`config.mk`:
```
export PLATFORM = sky130hd
export DESIGN_NAME = serial_sub_flat
export DESIGN_NICKNAME = d
export VERILOG_FILES = /design/src/rtl/serial_sub_if.sv /design/src/rtl/serial_sub.sv /design/src/flat_wrapper.sv
export SDC_FILE = /design/constraint.sdc
export NUM_CORES = 1
export LEC_CHECK = 0
export ABC_CLOCK_PERIOD_IN_PS = 2100
export BUFFER_PORTS_ARGS = -buffer_cell sky130_fd_sc_hd__clkbuf_2
export CORE_MARGIN = 2
export CORE_UTILIZATION = 45
export CTS_CLUSTER_DIAMETER = 30
export DETAILED_ROUTE_END_ITERATION = 10
export PLACE_DENSITY = 0.72
export REMOVE_ABC_BUFFERS = 1
export SYNTH_ARGS = -nofsm -noshare
export SYNTH_HDL_FRONTEND = slang
export SYNTH_SLANG_ARGS = --single-unit
```
`constraint.sdc`:
```
create_clock -name clk -period 2.1 [get_ports clk]
set_input_delay 0.105 -clock clk [delete_from_list [all_inputs] [get_ports clk]]
set_output_delay 0.105 -clock clk [all_outputs]
set_load 0.05 [all_outputs]
```
`src/rtl/serial_sub_if.sv`:
```
// Handshake and operand/result bundle for the bit-serial subtractor.
// The master side requests an operation; the slave side (the subtractor)
// reports progress and the registered result.
interface serial_sub_if #(
    parameter int WIDTH = 4
);
    logic             start;
    logic [WIDTH-1:0] a;
    logic [WIDTH-1:0] b;
    logic             bin;
    logic             busy;
    logic             done;
    logic [WIDTH-1:0] diff;
    logic             borrow;

    modport master (
        output start, a, b, bin,
        input  busy, done, diff, borrow
    );

    modport slave (
        input  start, a, b, bin,
        output busy, done, diff, borrow
    );
endinterface

```
`src/rtl/serial_sub.sv`:
```
// Bit-serial subtractor: computes a - b - bin over WIDTH bits, LSB first,
// one bit per clock through a single full-subtract cell and a borrow flop.
//
//  state | meaning
//  ------+-------------------------------------------------------------
//  IDLE  | waiting for start; diff/borrow hold the last completed result
//  RUN   | one operand bit per edge; cnt counts processed bits
//  DONE  | done pulse for one cycle; returns to IDLE unconditionally
module serial_sub #(
    parameter int WIDTH = 4
) (
    input  logic        clk,
    input  logic        rst,
    serial_sub_if.slave bus
);
    localparam int CNT_W = (WIDTH > 1) ? $clog2(WIDTH) : 1;
    localparam logic [CNT_W-1:0] LAST = CNT_W'(WIDTH - 1);

    localparam logic [1:0] IDLE = 2'd0;
    localparam logic [1:0] RUN  = 2'd1;
    localparam logic [1:0] DONE = 2'd2;

    logic [1:0]       state_q, state_d;
    logic [WIDTH-1:0] ra_q, ra_d;
    logic [WIDTH-1:0] rb_q, rb_d;
    logic [WIDTH-1:0] res_q, res_d;
    logic             br_q, br_d;
    logic [CNT_W-1:0] cnt_q, cnt_d;
    logic [WIDTH-1:0] diff_q, diff_d;
    logic             borrow_q, borrow_d;

    logic             d_bit;
    logic             br_next;

    // Shared full-subtract cell operating on the current LSBs.
    always_comb begin
        d_bit   = ra_q[0] ^ rb_q[0] ^ br_q;
        br_next = (~ra_q[0] & rb_q[0]) | (~(ra_q[0] ^ rb_q[0]) & br_q);
    end

    // Next-state logic: operand capture, serial shifting and result commit.
    always_comb begin
        state_d  = state_q;
        ra_d     = ra_q;
        rb_d     = rb_q;
        res_d    = res_q;
        br_d     = br_q;
        cnt_d    = cnt_q;
        diff_d   = diff_q;
        borrow_d = borrow_q;
        case (state_q)
            IDLE: begin
                if (bus.start) begin
                    ra_d    = bus.a;
                    rb_d    = bus.b;
                    br_d    = bus.bin;
                    cnt_d   = '0;
                    state_d = RUN;
                end
            end
            RUN: begin
                br_d  = br_next;
                ra_d  = ra_q >> 1;
                rb_d  = rb_q >> 1;
                res_d = {d_bit, res_q[WIDTH-1:1]};
                cnt_d = cnt_q + CNT_W'(1);
                // Only the completed word is ever exposed on diff/borrow.
                if (cnt_q == LAST) begin
                    diff_d   = {d_bit, res_q[WIDTH-1:1]};
                    borrow_d = br_next;
                    state_d  = DONE;
                end
            end
            DONE: begin
                state_d = IDLE;
            end
            default: begin
                state_d = IDLE;
            end
        endcase
    end

    // State and datapath registers with synchronous reset.
    always_ff @(posedge clk) begin
        if (rst) begin
            state_q  <= IDLE;
            ra_q     <= '0;
            rb_q     <= '0;
            res_q    <= '0;
            br_q     <= 1'b0;
            cnt_q    <= '0;
            diff_q   <= '0;
            borrow_q <= 1'b0;
        end else begin
            state_q  <= state_d;
            ra_q     <= ra_d;
            rb_q     <= rb_d;
            res_q    <= res_d;
            br_q     <= br_d;
            cnt_q    <= cnt_d;
            diff_q   <= diff_d;
            borrow_q <= borrow_d;
        end
    end

    // Status decodes straight from state; results from their registers.
    always_comb begin
        bus.busy   = (state_q == RUN);
        bus.done   = (state_q == DONE);
        bus.diff   = diff_q;
        bus.borrow = borrow_q;
    end
endmodule

```
`src/flat_wrapper.sv`:
```
// flat-port wrapper written by rule: the top's interface ports become plain ports
module serial_sub_flat 
#(
    parameter int WIDTH = 4
)
  (clk, rst, bus_start, bus_a, bus_b, bus_bin, bus_busy, bus_done, bus_diff, bus_borrow);
  serial_sub_if #(.WIDTH(WIDTH)) bus_i ();
  input  logic clk;
  input  logic rst;
  input wire logic [$bits(bus_i.start)-1:0] bus_start;
  input wire logic [$bits(bus_i.a)-1:0] bus_a;
  input wire logic [$bits(bus_i.b)-1:0] bus_b;
  input wire logic [$bits(bus_i.bin)-1:0] bus_bin;
  output wire logic [$bits(bus_i.busy)-1:0] bus_busy;
  output wire logic [$bits(bus_i.done)-1:0] bus_done;
  output wire logic [$bits(bus_i.diff)-1:0] bus_diff;
  output wire logic [$bits(bus_i.borrow)-1:0] bus_borrow;
  assign bus_i.start = bus_start;
  assign bus_i.a = bus_a;
  assign bus_i.b = bus_b;
  assign bus_i.bin = bus_bin;
  assign bus_busy = bus_i.busy;
  assign bus_done = bus_i.done;
  assign bus_diff = bus_i.diff;
  assign bus_borrow = bus_i.borrow;
  serial_sub #(.WIDTH(WIDTH)) u_core (.clk(clk), .rst(rst), .bus(bus_i));
endmodule
```
* Word-level counts from Yosys, hierarchy flattened
Index checks and enable logic that the tools add are counted.
Operators by class: add/subtract/negate cells 1, multipliers 0, div/mod/pow operators 0, order comparisons 0, equal/unequal tests 5, shift-type cells 0, multiplexer cells 11, bitwise operators 7, reduce and logical (&&, ||, !) cells 5
Operators by type and width (number):
- one-hot mux 4 bit (2 select lines) | 2
- two-way mux 4 bit | 2
- one-hot mux 2 bit (2 select lines) | 2
- two-way mux 2 bit | 3
- AND reduction 2 bit | 3
- equality test 2 bit (second input constant) | 2
- adder 2 x 1 -> 2 bit (second input constant) | 1
- AND 1 bit | 2
- equality test 2 x 1 -> 1 bit (second input constant) | 1
- logical NOT 2 bit | 1
- inequality test 2 x 1 -> 1 bit (second input constant) | 1
- inequality test 2 bit (second input constant) | 1
- NOT 1 bit | 2
- one-hot mux 1 bit (2 select lines) | 1
- nonzero test 2 bit | 1
- bitwise XOR 1 bit | 2
- two-way mux 1 bit | 1
- OR 1 bit | 1
Word-level totals: register bits 22, latch bits 0, memory bits (writable) 0, ROM bits 0, input port bits 12, output and inout bits 7, memories kept 0

* Logic depth before layout (Yosys ltp)
Gate-level depths: netlist of run 1.
word-level depth 5, depth in mapped cells 5, gate-level depth less buffers 5

* Least setup slack after synthesis of run 1
OpenSTA, ideal clock, no wires.
path kind register -> output, from register u_core.state_q[0], to output port bus_done, arrival 1217 ps, data required time 1995 ps, setup slack 778 ps, stages on the path, launching flop included 3, cells stage by stage dfxtp_1 -> buf_4 -> nor2b_1
On the way: cells in the longest elaborated chain, start to end 1
RTL lines:
- start: declaration | line serial_sub.sv:23 | logic [1:0] state_q, state_d;
- start signal: assignment | line serial_sub.sv:95 | state_q <= state_d;
- equality test 2 bit | line serial_sub.sv:109 | bus.done = (state_q == DONE);
- end: declaration | line flat_wrapper.sv:15 | output wire logic [$bits(bus_i.done)-1:0] bus_done;
No other way between the ends.

* Final worst setup path of run 1
from register u_core.state_q[1], to output port bus_busy
On the way: cells in the longest elaborated chain, start to end 1
RTL lines:
- equality test 2 x 1 -> 1 bit | line serial_sub.sv:108 | bus.busy = (state_q == RUN);
- end: declaration | line flat_wrapper.sv:14 | output wire logic [$bits(bus_i.busy)-1:0] bus_busy;
No other way between the ends.

==> metrics.md, run 1 <==
| Metric | Value |
|---|---|
| ANT cells | 0 |
| Post-synth top area cell | dfxtp_1 |
| Fill count | 185 |
| Post-Route WL | 1.61 mm |
| CP arrival | 1.50 ns |
| Area delta synth->final | 12.2% |
| Setup CP Type | register to primary output |
| Max_cap viols | 0 |
| IO Pins | 19 |
| Cts repair resizes | 0 |
| Final ANT Viol Nets | 0 |
| Root Buffer | clkbuf_4 |
| Vias in the first global route | 682 |
| Hold EP | u_core.ra_q[3] |
| Post-Layout Cell Count | 138 |
| # DRC | 0 |
| DR vias | 713 |
| Register area share after synthesis | 0.446 |
| CP Data Required Time | 2.00 ns |
| Cts bufs inserted | 3 |
| Post-DR wirelength/cell | 11.7 um |
| Largest cells by area after synthesis | dfxtp_1 (45%), mux2i_1 (12%), a211oi_2 (11%), nor2_1 (4.8%), a21oi_1 (4.2%) |
| Hpwl dp | 1.18 mm |
| Crit path max fanout | 11 |
| Post-synth cell types | 21 |
| Reg clk slew, reported paths | 0.11 ns |
| FF-to-FF Start | u_core.rb_q[0] |
| WHS Path Cells | 3 |
| Largest net degree at the start of global routing | 22 |
| Internal Dissipation | 544 uW |
| Nets | 126 |
| Commonest cells in the netlist | dfxtp_1 (21), nor2_1 (12), mux2i_1 (11) |
| Synth async-reset ratio | 0 |
| Min cycle time layout | 1.60 ns |
| Core ar. | 1960 um^2 |
| Status | finished, final reports clean |
| Die height | 49.8 um |
| Crit share post-route | 0.762 |
| R2r endpoint | u_core.bus.diff[3] |
| Final slew viol count | 0 |
| # hold bufs at CTS | 0 |
| Routability cong. | 0.725 |
| Clk_lat worst skew | 0.30 ns |
| Hold WC Path Type | input port to register |
| RSZ-0062 raised after global routing | no |
| Syn avg cell area | 10.1 um^2 |
| Logic pwr share | 0.157 |
| Htree depth | 1 |
| Vias per cell | 5.17 |
| FF-to-FF path depth | 4 |
| Antenna violations before repair | 0 |
| Synth top area share | 0.446 |
| Max IR drop VDD | 0.338 mV |
| Final hold vios | 0 |
| DRT iter0 DRCs | 16 |
| Dpl cells | 134 |
| Clk_skew | 0.00175 ns |
| #FFs+latches synth | 21 |
| Drt first pass iters | 4 |
| Dominant cell by count in the synthesized netlist | dfxtp_1 |
| R2r setup slk | 0.82 ns |
| Pwr dens | 694 nW/um^2 |
| TritonCTS Sinks | 21 |
| Switching power total | 191 uW |
| Post-CTS Setup Bufs | 0 |
| Post-Syn Area | 943 um^2 |
| Worst-margin pin slew | 0.508 ns |
| Sequential power share | 0.588 |
| Leakage power | 0.000430 uW |
| CTS tree | built |
| Mapped Cells | 93 |
| Synth warn | 0 |
| Die ar. | 2480 um^2 |
| Post-synth top flop | dfxtp_1 |
| Total track usage | 0.153 |
| EDFF count, synth | 0 |
| Cell row count | 16 |
| Critical path startpoint category | register |
| Initial core utilization | 0.481 |
| Switching portion of total power | 0.260 |
| Max Clk Rate | 0.625 GHz |
| GRT overflow | 0 |
| Number of I/O port buffers | 18 |
| Share of cells above drive strength 1 | 0.306 |
| Setup TNS | 0 ns |
| Max-slew headroom | 0.661 |
| Hold path start | bus_a[3] |
| First-pass GRT wire length | 2.87 mm |
| Clock power share | 0.255 |
| Setup crit end kind | primary output |
| CTS max path bufs | 2 |
| Die Width | 49.8 um |
| Final setup viols | 0 |
sequential cells by signal, indices dropped and copies added (netlist names):
signal             count
u_core.bus.diff        4
u_core.rb_q            4
u_core.res_q           3
u_core.ra_q            4
u_core.cnt_q           2
u_core.br_q            1
u_core.bus.borrow      1
u_core.state_q         2
layer usage:
| metal | wire (um) | GRT usage | share of wire |
|---|---|---|---|
| met1 | 735 | 0.169 | 0.46 |
| met2 | 773 | 0.260 | 0.48 |
| met3 | 69 | 0.0333 | 0.043 |
| met4 | 36 | 0.102 | 0.022 |
| met5 | 0 | 0 | 0 |
area by class of cell:
class                           instances  area (um^2)  area share
Multi-Input combinational cell         63          465       0.440
Sequential cell                        21          420       0.397
Timing Repair Buffer                   19         97.6      0.0922
Tap cell                               27         33.8      0.0319
Clock buffer                            4         26.3      0.0248
Inverter                                4         15.0      0.0142
power by group through the flow:
stage | logic (uW) | registers [uW] | clock network [uW]
floorplan | 75.7 | 445 | 0
global placement | 113 | 441 | 0
detailed placement | 117 | 441 | 0
CTS | 118 | 432 | 192
global route | 128 | 436 | 213
finish | 116 | 432 | 187
worst max path at each step:
stage	from	to	slack, ns	cells past startpoint
3_5_place_dp	u_core.state_q[1]	bus_busy	0.83	2
5_1_grt	u_core.state_q[1]	bus_busy	0.40	2
4_1_cts	u_core.state_q[1]	bus_busy	0.49	2
6_report	u_core.state_q[1]	bus_busy	0.50	2
2_1_floorplan	u_core.state_q[0]	u_core.res_q[1]	0.26	3
3_3_place_gp	u_core.state_q[1]	bus_busy	0.82	2
worst max-delay path, stage by stage, from the launching register on:
cell	delay, ns
dfxtp_1	0.40
nor2b_2	0.43
clkbuf_2	0.37
per-stage QoR:
step           power [uW]  area, um^2   util  hold slack [ns]  worst slack, ns
2_1_floorplan         520         901      -            0.170            0.256
3_3_place_gp          554        1030  0.526            0.382            0.825
3_5_place_dp          558        1030  0.526            0.384            0.829
4_1_cts               742        1060  0.540           0.0617            0.486
5_1_grt               777        1060  0.540           0.0647            0.396
6_report              735        1060  0.540           0.0648            0.500
cell families after synthesis:
kind of cell	Yosys count	share of synthesized area
simple gates	30	0.160
flops	21	0.446
compound gates	20	0.182
mux	11	0.117
buf+inv	9	0.0610
fa+ha+maj	2	0.0345
layout by cell type, fill, tap and decap left out, types with 3 or more instances in the layout:
| cell type | netlist | routed |
|---|---|---|
| dfxtp_1 | 21 | 21 |
| clkbuf_2 | 0 | 18 |
| nor2_1 | 12 | 12 |
| mux2i_1 | 11 | 11 |
| a21oi_1 | 8 | 8 |
| a211oi_2 | 8 | 8 |
| nand2_1 | 5 | 5 |
| inv_1 | 4 | 4 |
| nand3_1 | 4 | 4 |
| o21ai_0 | 3 | 3 |
| clkbuf_4 | 0 | 3 |
Power figures use the tool's default switching activity.
==> run 2: changes to the inputs <==
ABC_CLOCK_PERIOD_IN_PS = 1290   (was 2100)
PLACE_DENSITY = 0.75   (was 0.72)
clock period = 1.29 ns   (was 2.1 ns; I/O delays follow)
==> run 2 against run 1 <==
Compared with the run above: sequential cell count did not move; die area did not move; non-clock buffer count rose by 4.
==> metrics.md, run 2 (synthesis results as in run 1) <==
| Metric | Value |
|---|---|
| Status | finished, final reports clean |
| Area of the multi-input gates | 465 um^2 (unchanged) |
| DR vias | 704 (-1.3%) |
| Htree depth | 1 (unchanged) |
| Max Clk Rate | 0.814 GHz |
| Antenna violations before repair | 0 (unchanged) |
| Largest net degree at the start of global routing | 22 (unchanged) |
| CP Data Required Time | 1.23 ns (-0.77 ns) |
| GRT overflow | 0 (unchanged) |
| Sequential Area | 428 um^2 (+1.8%) |
| Min cycle time layout | 1.23 ns |
| Initial core utilization | 0.481 (unchanged) |
| Most frequent cells in the layout | dfxtp_1 (17), clkbuf_2 (16), nor2_1 (12) |
| Vias in the first global route | 643 (-5.7%) |
| Hold path start | bus_a[3] |
| Routability cong. | 0.718 (-0.87%) |
| Number of I/O port buffers | 18 (unchanged) |
| DRT iter0 DRCs | 14 (-2) |
| Cell row count | 16 (unchanged) |
| Crit share post-route | 0.953 |
| ANT cells | 0 (unchanged) |
| IO Pins | 19 (unchanged) |
| Vias per cell | 4.96 (-4.0%) |
| Nets | 130 (+3.2%) |
| Setup CP Type | register to primary output |
| Worst-margin pin slew | 0.490 ns (-0.0179 ns) |
| Total track usage | 0.144 (-0.00843) |
| Root Buffer | clkbuf_4 |
| Dpl cells | 137 (+2.2%) |
| Critical path startpoint category | register |
| Reg clk slew, reported paths | 0.11 ns (about the same) |
| Leakage power | 0.000456 uW (+6.1%) |
| Area delta synth->final | 17.8% |
| CTS tree | built |
| Setup crit end kind | primary output |
| Max-slew headroom | 0.673 (+0.0119) |
| Hold EP | u_core.ra_q[3] |
| Die ar. | 2480 um^2 (unchanged) |
| First-pass GRT wire length | 2.72 mm (-5.3%) |
| Hold WC Path Type | input port to register |
| Core ar. | 1960 um^2 (unchanged) |
| Total power | 1210 uW (+65%) |
| R2r setup slk | 0.07 ns (-0.75 ns) |
| Share of cells above drive strength 1 | 0.374 (+0.0676) |
| Setup WS post-layout | 0.0610 ns (-0.439 ns) |
| FF-to-FF path depth | 5 (+1) |
| WHS Path Cells | 3 (unchanged) |
| Layout Utilization | 0.566 (+0.0268) |
| # DRC | 0 (unchanged) |
| Final slew viol count | 0 (unchanged) |
| Post-DR wirelength/cell | 11.0 um (-6.2%) |
| Die Width | 49.8 um (unchanged) |
| Die height | 49.8 um (unchanged) |
| Final ANT Viol Nets | 0 (unchanged) |
| # hold bufs at CTS | 0 (unchanged) |
| R2r endpoint | u_core.br_q |
| Clk_skew | 0.000953 ns (-0.000800 ns) |
| RSZ-0062 raised after global routing | yes |
| Final hold vios | 0 (unchanged) |
| Clk_lat worst skew | 0.29 ns (about the same) |
| FF-to-FF Start | u_core.br_q |
| Hpwl dp | 1.10 mm (-7.4%) |
| CP arrival | 1.16 ns (-0.34 ns) |
| Post-Route WL | 1.56 mm (-3.5%) |
| Final setup viols | 0 (unchanged) |
| Fill count | 193 (+4.3%) |
| TritonCTS Sinks | 21 (unchanged) |
| CTS max path bufs | 2 (unchanged) |
| Cts bufs inserted | 3 (unchanged) |
| Crit path max fanout | 11 (unchanged) |
| Max IR drop VDD | 0.591 mV (+75%) |
| Pwr dens | 1090 nW/um^2 (+57%) |
| Drt first pass iters | 4 (unchanged) |
| Max_cap viols | 0 (unchanged) |
| Pre-CTS WS | 0.0292 ns (-0.799 ns) |
| Post-Layout Cell Count | 142 (+2.9%) |
| Most common cell after layout, fill and taps aside | dfxtp_1 |
[run 2: cell types whose count changed in the layout (fill, tap and decap cells not counted), sizes merged]
cell	previous run	this run
buf	1	6
clkbuf	22	21
[run 2: cell type report]
| cell class | instances | share of cell area |
|---|---|---|
| well taps | 27 | 0.0304 |
| repair buffers | 23 | 0.128 |
| multi-input cells | 63 | 0.419 |
| clock buffers | 4 | 0.0236 |
| inverters | 4 | 0.0135 |
| flip-flops and latches | 21 | 0.385 |
[run 2: repair_timing]
item,4_1_cts,5_1_grt
setup buffers,0,1
pin swaps,0,2
setup endpoints to repair,2,5
gates resized for setup,6,5
hold endpoints to repair,0,0
[run 2: worst max path at each step]
stage / end / cells past startpoint / slack [ns] / startpoint
after global placement: u_core.res_q[3] / 4 / 0.09 / u_core.rb_q[0]
after detailed placement: u_core.br_q / 5 / 0.03 / u_core.rb_q[0]
after global routing: u_core.res_q[3] / 4 / -0.003 / u_core.br_q
after floorplan: u_core.res_q[1] / 3 / -0.55 / u_core.state_q[0]
final: bus_busy / 3 / 0.06 / u_core.state_q[0]
after CTS: bus_busy / 3 / 0.0006 / u_core.state_q[0]
[run 2: power breakdown]
group          leakage (uW)  internal, uW  switching [uW]  total [uW]
Sequential         0.000174           684            23.9         708
Clock             0.0000150           120             184         304
Combinational      0.000268          94.6             104         199
[run 2: critical path, stage by stage, from the launching register on]
cell	delay, ns
dfxtp_4	0.38
nor2b_2	0.15
buf_6	0.15
clkbuf_8	0.19
[run 2: layer usage]
| metal | wire length [um] | track usage | up-vias |
|---|---|---|---|
| li1 | - | - | 368 |
| met1 | 747 | 0.191 | 321 |
| met2 | 721 | 0.224 | 13 |
| met3 | 70 | 0.0182 | 2 |
| met4 | 19 | 0.0833 | 0 |
| met5 | 0 | 0 | - |
[run 2: per-stage QoR]
| step | cell area [um^2] | TNS [ns] | hold WS (ns) |
|---|---|---|---|
| detailed placement | 1050 | 0 | 0.345 |
| floorplan | 901 | -5.36 | 0.129 |
| global placement | 1050 | 0 | 0.341 |
| finish | 1110 | 0 | 0.0300 |
| global route | 1110 | -0.00261 | 0.0478 |
| CTS | 1100 | 0 | 0.0177 |
